==> src/rtl/dregs_sample_writer_if.sv <==
// Sample-stream and DRegs write-port bundle for the FoFIR delay-register writer.
// master = upstream source / register file side, slave = dregs_sample_writer.
interface dregs_sample_writer_if #(
  parameter int unsigned DATA_WIDTH = 16,
  parameter int unsigned WIDTH_TAP  = 3
);
  logic [DATA_WIDTH-1:0] in_data;
  logic                  in_valid;
  logic                  in_ready;
  logic                  dreg_we;
  logic [WIDTH_TAP-1:0]  dreg_waddr;
  logic [DATA_WIDTH-1:0] dreg_wdata;

  modport master (
    output in_data, in_valid,
    input  in_ready, dreg_we, dreg_waddr, dreg_wdata
  );

  modport slave (
    input  in_data, in_valid,
    output in_ready, dreg_we, dreg_waddr, dreg_wdata
  );
endinterface

==> src/rtl/dregs_sample_writer.sv <==
// Write-side controller of the DRegs circular file: accepts samples and writes each one
// into the new D0 slot, moving D0 down by one per sample and throttling to one per round.
module dregs_sample_writer #(
  parameter int unsigned NB_TAPS    = 5,
  parameter int unsigned WIDTH_TAP  = (NB_TAPS > 8) ? 4 : 3,
  parameter int unsigned DATA_WIDTH = 16
) (
  input  logic                 clk,
  input  logic                 rst,
  input  logic                 flush,
  input  logic                 round_done,
  dregs_sample_writer_if.slave bus,
  output logic                 index_update,
  output logic [WIDTH_TAP-1:0] PD0,
  output logic [WIDTH_TAP-1:0] fill_count,
  output logic                 window_valid
);

  typedef enum logic [1:0] {StFill, StFull, StShift} state_e;

  localparam logic [WIDTH_TAP-1:0] LastSlot = WIDTH_TAP'(NB_TAPS - 1);

  state_e                state;
  logic                  dreg_we;
  logic [WIDTH_TAP-1:0]  dreg_waddr;
  logic [DATA_WIDTH-1:0] dreg_wdata;
  logic                  in_ready;
  logic                  accept;
  logic [WIDTH_TAP-1:0]  pd0_next;

  assign in_ready = (state != StFull);
  assign accept   = bus.in_valid & in_ready;
  // D0 walks downwards so older samples sit at increasing tap offsets from PD0.
  assign pd0_next = (PD0 == '0) ? LastSlot : PD0 - WIDTH_TAP'(1);

  assign bus.in_ready   = in_ready;
  assign bus.dreg_we    = dreg_we;
  assign bus.dreg_waddr = dreg_waddr;
  assign bus.dreg_wdata = dreg_wdata;

  always_ff @(posedge clk) begin
    if (rst || flush) begin
      state        <= StFill;
      PD0          <= '0;
      fill_count   <= '0;
      dreg_we      <= 1'b0;
      index_update <= 1'b0;
      dreg_waddr   <= '0;
      dreg_wdata   <= '0;
      window_valid <= 1'b0;
    end else begin
      dreg_we      <= accept;
      index_update <= accept;
      if (accept) begin
        PD0        <= pd0_next;
        dreg_waddr <= pd0_next;
        dreg_wdata <= bus.in_data;
      end
      // Next cycle is FULL with no write in flight only when FULL holds without round_done.
      window_valid <= (state == StFull) && !round_done;
      unique case (state)
        StFill: begin
          if (accept) begin
            fill_count <= fill_count + WIDTH_TAP'(1);
            if (fill_count == LastSlot) begin
              state <= StFull;
            end
          end
        end
        StFull: begin
          if (round_done) begin
            state <= StShift;
          end
        end
        StShift: begin
          if (accept) begin
            state <= StFull;
          end
        end
        default: state <= StFill;
      endcase
    end
  end

endmodule
==> src/flat_wrapper.sv <==
// flat-port wrapper written by rule: the top's interface ports become plain ports
module dregs_sample_writer_flat 
#(
  parameter int unsigned NB_TAPS    = 5,
  parameter int unsigned WIDTH_TAP  = (NB_TAPS > 8) ? 4 : 3,
  parameter int unsigned DATA_WIDTH = 16
)
  (clk, rst, flush, round_done, index_update, PD0, fill_count, window_valid, bus_in_data, bus_in_valid, bus_in_ready, bus_dreg_we, bus_dreg_waddr, bus_dreg_wdata);
  dregs_sample_writer_if #(.DATA_WIDTH(DATA_WIDTH), .WIDTH_TAP(WIDTH_TAP)) bus_i ();
  input  logic clk;
  input  logic rst;
  input  logic flush;
  input  logic round_done;
  output logic index_update;
  output logic [WIDTH_TAP-1:0] PD0;
  output logic [WIDTH_TAP-1:0] fill_count;
  output logic window_valid;
  input wire logic [$bits(bus_i.in_data)-1:0] bus_in_data;
  input wire logic [$bits(bus_i.in_valid)-1:0] bus_in_valid;
  output wire logic [$bits(bus_i.in_ready)-1:0] bus_in_ready;
  output wire logic [$bits(bus_i.dreg_we)-1:0] bus_dreg_we;
  output wire logic [$bits(bus_i.dreg_waddr)-1:0] bus_dreg_waddr;
  output wire logic [$bits(bus_i.dreg_wdata)-1:0] bus_dreg_wdata;
  assign bus_i.in_data = bus_in_data;
  assign bus_i.in_valid = bus_in_valid;
  assign bus_in_ready = bus_i.in_ready;
  assign bus_dreg_we = bus_i.dreg_we;
  assign bus_dreg_waddr = bus_i.dreg_waddr;
  assign bus_dreg_wdata = bus_i.dreg_wdata;
  dregs_sample_writer #(.NB_TAPS(NB_TAPS), .WIDTH_TAP(WIDTH_TAP), .DATA_WIDTH(DATA_WIDTH)) u_core (.clk(clk), .rst(rst), .flush(flush), .round_done(round_done), .bus(bus_i), .index_update(index_update), .PD0(PD0), .fill_count(fill_count), .window_valid(window_valid));
endmodule
==> config.mk <==
export PLATFORM = sky130hd
export DESIGN_NAME = dregs_sample_writer_flat
export DESIGN_NICKNAME = d
export VERILOG_FILES = /design/src/rtl/dregs_sample_writer_if.sv /design/src/rtl/dregs_sample_writer.sv /design/src/flat_wrapper.sv
export SDC_FILE = /design/constraint.sdc
export NUM_CORES = 1
export LEC_CHECK = 0
export CAP_MARGIN = 20
export CORE_MARGIN = 4
export CORE_UTILIZATION = 60
export DETAILED_ROUTE_END_ITERATION = 12
export DONT_BUFFER_PORTS = 1
export HOLD_SLACK_MARGIN = 0.12
export PLACE_DENSITY = 0.74
export SYNTH_ARGS = -nofsm -noshare
export SYNTH_HDL_FRONTEND = slang
export SYNTH_SLANG_ARGS = --single-unit
==> constraint.sdc <==
create_clock -name clk -period 2.1 [get_ports clk]
set_clock_uncertainty 0.15 [all_clocks]
set_input_delay 0.315 -clock clk [delete_from_list [all_inputs] [get_ports clk]]
set_output_delay 0.315 -clock clk [all_outputs]
set_load 0.01 [all_outputs]
==> impl_metrics.env, run 1 <==
export IMPL_status="finished clean"
export IMPL_worst_pin_slew_ns=0.440
export IMPL_area_delta_synth_final_pct=38.9
export IMPL_wl_met1_um=1250
export IMPL_dieHeight_um=50.3
export IMPL_via_per_inst=5.81
export IMPL_antenna_left=0
export IMPL_critPathArrivalTime_ns=2.12
export IMPL_hpwl_um=1570
export IMPL_grt_pass1_vias=1038
export IMPL_cap_violations=0
export IMPL_syn_nets=151
export IMPL_post_route_period_util_pct=97.5
export IMPL_clock_latency_ns=0.33
export IMPL_yosys_area_share_simple_pct=17.4
export IMPL_synth_edff_count=0
export IMPL_nFillCells=91
export IMPL_period_minus_slack_ns=2.05
export IMPL_worstPathRequired_ns=2.17
export IMPL_end_kind="register"
export IMPL_path_clk_slew_ns=0.15
export IMPL_antenna_found_initial=0
export IMPL_seq_area_frac_synth_pct=48.5
export IMPL_leakage_nw=0.522
export IMPL_vias=1058
export IMPL_netlist_area_sq_mm=0.00107
export IMPL_critPathKind="reg -> reg"
export IMPL_ys_ff_latch=26
export IMPL_slew_headroom_pct=70.6
export IMPL_initial_core_util_pct=62.8
export IMPL_fp_coreArea_sq_mm=0.00171
export IMPL_first_pass_iters=4
export IMPL_gr_total_overflow=0
export IMPL_power_per_cell_area_mw_per_mm2=656
export IMPL_tritoncts="done"
export IMPL_synth_mux_area_share_pct=0.933
export IMPL_synth_top_area_share_pct=48.5
export IMPL_first_iter_violations=49
export IMPL_ir_worst_vdd_uv=639
export IMPL_hp_class="in -> reg"
export IMPL_grt_first_pass_wirelength_um=4930
export IMPL_seq_area_sq_um=520
export IMPL_finalWirelength_um=3240
export IMPL_die_w_um=50.3
export IMPL_fmax_ghz=0.489
export IMPL_io_pins=50
export IMPL_ys_async_sr_fraction_pct=0
export IMPL_wl_per_cell_um=17.8
export IMPL_ys_warn_count=0
export IMPL_cts_root_buffer="clkbuf_4"
export IMPL_rows=15
export IMPL_dieArea_sq_mm=0.00253
export IMPL_cts_buffers=3
export IMPL_gp_congestion=0.715
export IMPL_route_detailed_drc=0
export IMPL_placed_cells=140
export IMPL_antennaDiodeCount=0
export IMPL_yosysUniqueCellTypes=27
export IMPL_avgSynthCellArea_sq_um=8.44
export IMPL_route_met2_wl_um=1560
export IMPL_yosys_top_cells_area="dfxtp_1 49%, a21oi_1 8.9%, nand3_1 7.9%, o21ai_0 7.9%, ha_1 3.5%"
export IMPL_synthXorXnorAreaFrac_pct=1.63
export IMPL_nets=182
export IMPL_crit_fanout=6
export IMPL_critPathLaunchType="register"
export IMPL_clockBufferDepth=2
export IMPL_synth_top_cell_by_area="dfxtp_1"
export IMPL_fin_tns_setup_ns=0
export IMPL_cts_max_level=1
export IMPL_multi_input_area_sq_um=464
export IMPL_clock_sinks=26
export IMPL_slew_violations=0
export IMPL_grt_usage_pct=25.8
export IMPL_setup_violations_final=0
export IMPL_hold_viol=0
export IMPL_top_layer_used="met4"
export IMPL_synth_ff_type="dfxtp_1"
export IMPL_io_buffer_count=0
export IMPL_synth_compound_area_share_pct=19.1
export IMPL_cts_setup_buffers=0
export IMPL_grt_max_degree=22
export IMPL_layout_cells_non_filler=182
export IMPL_synth_top_family_by_area="compound AO/OA/AOI/OAI gates"
export IMPL_synth_fa_ha_area_share_pct=3.50
export IMPL_netlist_instances=127
export IMPL_wl_met3_um=294
export IMPL_drive_gt1_share_pct=7.64
## through the flow
stage | worst slack, ns | total power, W | instance area [sq um] | hold slack [ns] | util, %
detailed placement | 0.474 | 0.000582 | 1050 | 0.248 | 61.5
global route | -0.0388 | 0.00101 | 1490 | 0.148 | 87.2
CTS | 0.0687 | 0.000961 | 1460 | 0.168 | 85.6
global placement | 0.495 | 0.000579 | 1050 | 0.248 | 61.5
floorplan | 0.645 | 0.000579 | 1070 | 0.244 | -
finish | 0.0534 | 0.000977 | 1490 | 0.169 | 87.2
## power breakdown
part / leakage (nW) / switching, W / internal [W] / total [W]
Combinational: 0.283 / 0.0000413 / 0.0000630 / 0.000104
Clock: 0.0279 / 0.000154 / 0.000193 / 0.000348
Sequential: 0.211 / 0.0000180 / 0.000507 / 0.000525
Total: 0.522 / 0.000214 / 0.000763 / 0.000977
## critical path, cell delays in order, from the launching register on
cell and delay [ns]:
dfxtp_1 0.43, nor2b_4 0.32, clkinvlp_4 0.25, nand3_1 0.15, dlygate4sd3_1 0.58, a21oi_1 0.07
## state kept, by name, summed over array words and instances, names as in the netlist
name / count
u_core.bus.dreg_wdata: 16
u_core.PD0: 3
u_core.fill_count: 3
u_core.state: 2
u_core.index_update: 1
u_core.window_valid: 1
## layer usage
| metal | vias to the layer above | track usage (%) |
|---|---|---|
| met1 | 494 | 29.3 |
| met4 | 0 | 14.3 |
| li1 | 499 | - |
| met5 | - | 0 |
| met3 | 11 | 5.34 |
| met2 | 54 | 44.6 |
## final cells by class
| type | count | area share [%] |
|---|---|---|
| timing repair buffer | 39 | 25.7 |
| multi-input combinational | 81 | 31.2 |
| sequential | 26 | 35.0 |
| inverter | 5 | 1.51 |
| timing repair inverter | 2 | 1.01 |
| tap | 25 | 2.10 |
| clock buffer | 3 | 1.51 |
| clock inverter | 1 | 2.02 |
## cell usage after synthesis, types with 2 or more instances
| cell type | n |
|---|---|
| a21oi_1 | 19 |
| buf_2 | 3 |
| buf_4 | 4 |
| clkbuf_1 | 6 |
| dfxtp_1 | 26 |
| ha_1 | 3 |
| inv_1 | 4 |
| nand3_1 | 17 |
| nor2_1 | 7 |
| nor3_1 | 3 |
| o21ai_0 | 17 |
| or3_1 | 2 |
| xnor2_1 | 2 |
## cell families (layout without fill, tap and decap cells)
logic type	after synthesis	in the layout
compound gates	39	39
simple gates	36	36
flops	26	26
buf+inv	20	50
fa+ha+maj	3	3
xor+xnor	2	2
mux	1	1
## path summary, 6_finish.rpt
path / to / start / depth (start not counted) / slack, ns
worst max-delay path: u_core.bus.dreg_wdata[12] / u_core.state[0] / 5 / 0.05
worst min-delay path: u_core.fill_count[2] / bus_in_valid / 3 / 0.17
worst max register to register: u_core.bus.dreg_wdata[12] / u_core.state[0] / 5 / 0.05
worst min register to register: u_core.bus.dreg_wdata[3] / u_core.bus.dreg_wdata[3] / 2 / 0.39
## cells in the final DEF, fill, tap and decap left out, drive strengths merged
cell type    instances
dlygate4sd3         36
dfxtp               26
a21oi               19
nand3               17
o21ai               17
nor2                 7
inv                  4
clkinvlp             3
nor3                 3
ha                   3
clkbuf               3
buf                  3
xnor2                2
or3                  2
nor2b                1
or2                  1
nor4bb               1
and3                 1
nor3b                1
o31ai                1
nand2                1
mux2i                1
or4                  1
o32a                 1
a22oi                1
bufinv               1
## what timing repair did
item / 4_1_cts / 5_1_grt
hold buffers: 36 / 0
endpoints found under the setup margin: 0 / 17
resized for setup: 0 / 5
endpoints found under the hold margin: 22 / 0
Note: power is estimated with default switching activity, not from simulation.
==> inputs of run 2 (changes only) <==
Settings changed: CORE_ASPECT_RATIO from default to 0.75, CORE_UTILIZATION 60 to 47, PLACE_DENSITY 0.74 to 0.6.
==> run 2 against run 1 <==
Compared with the run above:
- combinational power fell by 19%
- cell count shrank 8.2%
- global-route usage fell by 8.6 points
- design area shrank 11%
- die area is 23% higher
- core utilization decreased by 23 points
- critical path type unchanged
- largest cell class unchanged
==> impl_metrics.env, run 2 (synthesized netlist as in run 1, its figures left out) <==
export IMPL_leakage_nw=0.486
export IMPL_slew_violations=0
export IMPL_cap_violations=0
export IMPL_clockBufferDepth=2
export IMPL_initial_core_util_pct=51.4
export IMPL_worst_pin_slew_ns=0.656
export IMPL_io_pins=50
export IMPL_nets=168
export IMPL_switching_share_pct=22.9
export IMPL_cts_max_level=1
export IMPL_hp_class="in -> reg"
export IMPL_dieArea_sq_mm=0.00312
export IMPL_fin_tns_setup_ns=0
export IMPL_first_pass_iters=4
export IMPL_path_clk_slew_ns=0.13
export IMPL_antennaDiodeCount=0
export IMPL_setup_ws_ns=0.0903
export IMPL_cts_buffers=3
export IMPL_crit_buf_inv=2
export IMPL_cp_cell_sequence="nor2b_4, buf_4, o21ai_0, a21oi_1, dlygate4sd3_1"
export IMPL_regMostFlops="u_core.bus.dreg_wdata"
export IMPL_clock_latency_ns=0.31
export IMPL_critPathKind="reg -> reg"
export IMPL_nFillCells=188
export IMPL_period_minus_slack_ns=2.01
export IMPL_gp_congestion=0.692
export IMPL_p_int_w=0.000658
export IMPL_die_w_um=63.2
export IMPL_cts_setup_buffers=0
export IMPL_critPathArrivalTime_ns=2.12
export IMPL_critPathTopFamily="buffers and inverters"
export IMPL_end_kind="register"
export IMPL_vias=969
export IMPL_antenna_found_initial=0
export IMPL_largest_reg_flops=16
export IMPL_worstPathRequired_ns=2.21
export IMPL_gr_total_overflow=0
export IMPL_grt_pass1_vias=880
export IMPL_area_delta_synth_final_pct=23.9
export IMPL_first_iter_violations=109
export IMPL_slew_headroom_pct=56.1
export IMPL_cts_root_buffer="clkbuf_4"
export IMPL_ir_worst_vdd_uv=592
export IMPL_critPathLaunchType="register"
export IMPL_hold_viol=0
export IMPL_dpl_instance_area_sq_mm=0.00104
export IMPL_post_route_period_util_pct=95.7
export IMPL_dieHeight_um=49.4
export IMPL_combPwrFrac_pct=9.9
export IMPL_fp_coreArea_sq_mm=0.00208
export IMPL_dp_slack_ns=0.482
export IMPL_power_per_cell_area_mw_per_mm2=643
export IMPL_max_stage_delay_ns=0.57
export IMPL_clkPwrFrac_pct=28.7
export IMPL_fmax_ghz=0.498
export IMPL_grt_usage_pct=17.2
export IMPL_drive_gt1_share_pct=7.69
export IMPL_status="finished clean"
export IMPL_antenna_left=0
export IMPL_power_frac_seq_pct=61.4
export IMPL_rows=14
export IMPL_final_area_sq_mm=0.00133
export IMPL_rsz0062_at_grt="no"
export IMPL_p_sw_w=0.000196
export IMPL_io_buffer_count=0
export IMPL_grt_first_pass_wirelength_um=4260
export IMPL_hold_ws_ns=0.184
export IMPL_crit_slowest_cell="dlygate4sd3_1"
export IMPL_tritoncts="done"
export IMPL_finalWirelength_um=2810
export IMPL_final_common_cell="dfxtp_1"
export IMPL_crit_fanout=21
export IMPL_final_cell_mix="26 x dfxtp_1, 23 x dlygate4sd3_1, 19 x a21oi_1"
export IMPL_wl_per_cell_um=16.8
export IMPL_route_detailed_drc=0
export IMPL_via_per_inst=5.80
export IMPL_clock_sinks=26
export IMPL_hpwl_um=1590
export IMPL_reg_top3="u_core.bus.dreg_wdata (16), u_core.PD0 (3), u_core.fill_count (3)"
export IMPL_setup_violations_final=0
export IMPL_grt_max_degree=22
## run 2: cell count changes in the layout (fill, tap and decap cells not counted), sizes merged
cell / before / now
dlygate4sd3: 36 / 23
buf: 3 / 2
clkbuf: 3 / 4
bufinv: 1 / 0
## run 2: routing by layer
metal  GRT usage (%)  vias up  routed length (um)
met5               0        -                   0
met2            29.8       36                1340
met4            3.30        0                  13
met1            20.1      455                1240
li1                -      476                   -
met3            6.91        2                 215
## run 2: worst min-delay path, stage by stage
cell and delay (ns):
nor4bb_1 0.13, xnor2_1 0.14, nor2_1 0.04
## run 2: power by group through the flow
stage | registers (W) | clock network, W | logic [W]
2_1_floorplan | 0.000531 | 0 | 0.0000475
3_3_place_gp | 0.000535 | 0 | 0.0000442
3_5_place_dp | 0.000536 | 0 | 0.0000455
5_1_grt | 0.000527 | 0.000282 | 0.0000932
6_report | 0.000524 | 0.000245 | 0.0000842
4_1_cts | 0.000525 | 0.000258 | 0.0000828
## run 2: final timing paths
check | start | to | slack (ns) | cells after the start
worst max-delay path | u_core.state[0] | u_core.bus.dreg_wdata[9] | 0.09 | 5
worst min-delay path | bus_in_valid | u_core.fill_count[2] | 0.18 | 3
worst max register to register | u_core.state[0] | u_core.bus.dreg_wdata[9] | 0.09 | 5
worst min register to register | u_core.bus.dreg_wdata[15] | u_core.bus.dreg_wdata[15] | 0.39 | 2
## run 2: layout make-up
| cell class | count | area [sq um] | area share (%) |
|---|---|---|---|
| clock buffer | 4 | 36.3 | 2.73 |
| inverter | 5 | 22.5 | 1.69 |
| multi-input combinational | 81 | 464 | 34.9 |
| sequential | 26 | 520 | 39.2 |
| tap | 24 | 30.0 | 2.26 |
| timing repair buffer | 25 | 245 | 18.5 |
| timing repair inverter | 2 | 10.0 | 0.753 |
## run 2: what timing repair did
action	in CTS	in global routing
hold buffers	23	0
resized for setup	0	3
endpoints found under the setup margin	0	3
hold endpoints to repair	22	0
## run 2: metrics by stage
stage | util (%) | total power (W) | cells
global placement | 49.9 | 0.000579 | 138
floorplan | - | 0.000579 | 127
finish | 63.7 | 0.000854 | 167
detailed placement | 49.9 | 0.000581 | 138
CTS | 62.7 | 0.000866 | 165
global route | 63.7 | 0.000903 | 167
==> inputs of run 3 (changes only) <==
Settings changed: CORE_ASPECT_RATIO 0.75 to 0.6.
Clock period 2.1 ns to 2.5 ns, I/O delays scaled along.
==> run 3 against run 2 <==
Compared with the run above:
- sequential power down 16%
- register-to-register slack better by 0.26 ns
- sequential share of layout area is 0.97 points lower
- global-route usage increased by 2.1 points
- critical path depth unchanged
- highest routed layer unchanged
==> impl_metrics.env, run 3 (synthesized netlist as in run 1, its figures left out) <==
export IMPL_max_stage_delay_ns=0.61
export IMPL_layout_cells_non_filler=174
export IMPL_finalWirelength_um=2800
export IMPL_fin_tns_setup_ns=0
export IMPL_final_common_cell="dlygate4sd3_1"
export IMPL_route_detailed_drc=0
export IMPL_hold_viol=0
export IMPL_io_buffer_count=0
export IMPL_crit_start="u_core.state[0]"
export IMPL_cp_num_cells=5
export IMPL_cts_setup_buffers=0
export IMPL_dieArea_sq_mm=0.00313
export IMPL_crit_slowest_cell="dlygate4sd3_1"
export IMPL_period_minus_slack_ns=2.15
export IMPL_dpl_instance_area_sq_mm=0.00104
export IMPL_reg_top3="u_core.bus.dreg_wdata (16), u_core.PD0 (3), u_core.fill_count (3)"
export IMPL_critPathKind="reg -> reg"
export IMPL_initial_core_util_pct=49.6
export IMPL_crit_fanout=21
export IMPL_nets=170
export IMPL_ir_worst_vdd_uv=332
export IMPL_setup_violations_final=0
export IMPL_status="finished clean"
export IMPL_power_per_cell_area_mw_per_mm2=541
export IMPL_hpwl_um=1590
export IMPL_crit_end="u_core.bus.dreg_wdata[8]"
export IMPL_clock_latency_ns=0.26
export IMPL_hp_class="in -> reg"
export IMPL_cts_buffers=3
export IMPL_gp_congestion=0.698
export IMPL_fp_coreArea_sq_mm=0.00216
export IMPL_regMostFlops="u_core.bus.dreg_wdata"
export IMPL_cp_cell_sequence="nor2b_1, inv_1, nand3_1, dlygate4sd3_1, a21oi_1"
export IMPL_cts_max_level=1
export IMPL_worst_pin_slew_ns=0.915
export IMPL_die_w_um=69.7
export IMPL_rrSetupSlack_ns=0.35
export IMPL_final_cell_mix="28 x dlygate4sd3_1, 26 x dfxtp_1, 19 x a21oi_1"
export IMPL_cts_hold_buf=28
export IMPL_dieHeight_um=45
export IMPL_io_pins=50
export IMPL_worstPathRequired_ns=2.54
export IMPL_placed_cells=143
export IMPL_setup_ws_ns=0.352
export IMPL_clock_sinks=26
export IMPL_tritoncts="done"
export IMPL_drive_gt1_share_pct=3.47
export IMPL_critPathTopFamily="buffers and inverters"
export IMPL_grt_max_degree=27
export IMPL_critPathLaunchType="register"
export IMPL_cap_violations=0
export IMPL_nFillCells=182
export IMPL_antennaDiodeCount=0
export IMPL_hold_ws_ns=0.126
export IMPL_grt_first_pass_wirelength_um=4750
export IMPL_cts_root_buffer="clkbuf_8"
export IMPL_final_area_sq_mm=0.00136
export IMPL_fmax_ghz=0.466
export IMPL_gr_total_overflow=0
export IMPL_rsz0062_at_grt="no"
export IMPL_reg2reg_from="u_core.state[0]"
export IMPL_clockBufferDepth=2
export IMPL_vias=958
export IMPL_first_pass_iters=4
export IMPL_largest_reg_flops=16
export IMPL_dp_slack_ns=0.808
export IMPL_wl_per_cell_um=16.1
export IMPL_crit_buf_inv=2
export IMPL_area_delta_synth_final_pct=27.1
export IMPL_via_per_inst=5.51
export IMPL_antenna_left=0
export IMPL_rows=13
export IMPL_path_clk_slew_ns=0.08
export IMPL_antenna_found_initial=0
export IMPL_slew_violations=0
export IMPL_grt_pass1_vias=930
export IMPL_grt_usage_pct=19.3
export IMPL_leakage_nw=0.481
export IMPL_slew_headroom_pct=39.0
export IMPL_reg2regPathDepth=5
export IMPL_end_kind="register"
export IMPL_first_iter_violations=85
export IMPL_cts_resized=0
export IMPL_critPathArrivalTime_ns=2.18
export IMPL_post_route_period_util_pct=85.9
export IMPL_r2r_end="u_core.bus.dreg_wdata[8]"
==> run 3: where the power goes <==
group / switching [W] / internal, W / leakage, nW
clock: 0.000116 / 0.000108 / 0.0216
combinational: 0.0000301 / 0.0000437 / 0.248
sequential: 0.0000148 / 0.000425 / 0.211
==> run 3: worst register-to-register path, cell delays in order (launching register included) <==
cell           delay, ns
dfxtp_1             0.35
nor2b_1             0.15
inv_1               0.53
nand3_1             0.17
dlygate4sd3_1       0.61
a21oi_1             0.12
==> run 3: area by class of cell <==
type,count,area (sq um),share of cell area (%)
well taps,30,37.5,2.75
flip-flops and latches,26,520,38.2
clock buffers,3,41.3,3.03
repair buffers,29,288,21.1
inverters,5,18.8,1.38
multi-input cells,81,457,33.5
==> run 3: worst min-delay path by stage <==
stage	startpoint	end	slack, ns	depth (start not counted)
floorplan	round_done	u_core.window_valid	0.30	1
global placement	round_done	u_core.window_valid	0.31	1
detailed placement	round_done	u_core.window_valid	0.31	1
CTS	bus_in_valid	u_core.bus.dreg_wdata[6]	0.12	2
global route	bus_in_valid	u_core.bus.dreg_wdata[6]	0.14	2
finish	bus_in_valid	u_core.bus.dreg_wdata[6]	0.13	2
==> run 3: per-layer routing <==
layer / global-route usage [%] / share of wire (%)
met5: 0 / 0
met4: 3.82 / 0.82
met3: 9.33 / 8.9
met2: 32.6 / 48
met1: 23.0 / 43
==> run 3: through the flow <==
stage          power (W)  utilization [%]
2_1_floorplan   0.000486                -
3_3_place_gp    0.000486             48.1
3_5_place_dp    0.000487             48.1
4_1_cts         0.000748             63.0
5_1_grt         0.000771             63.0
6_report        0.000737             63.0
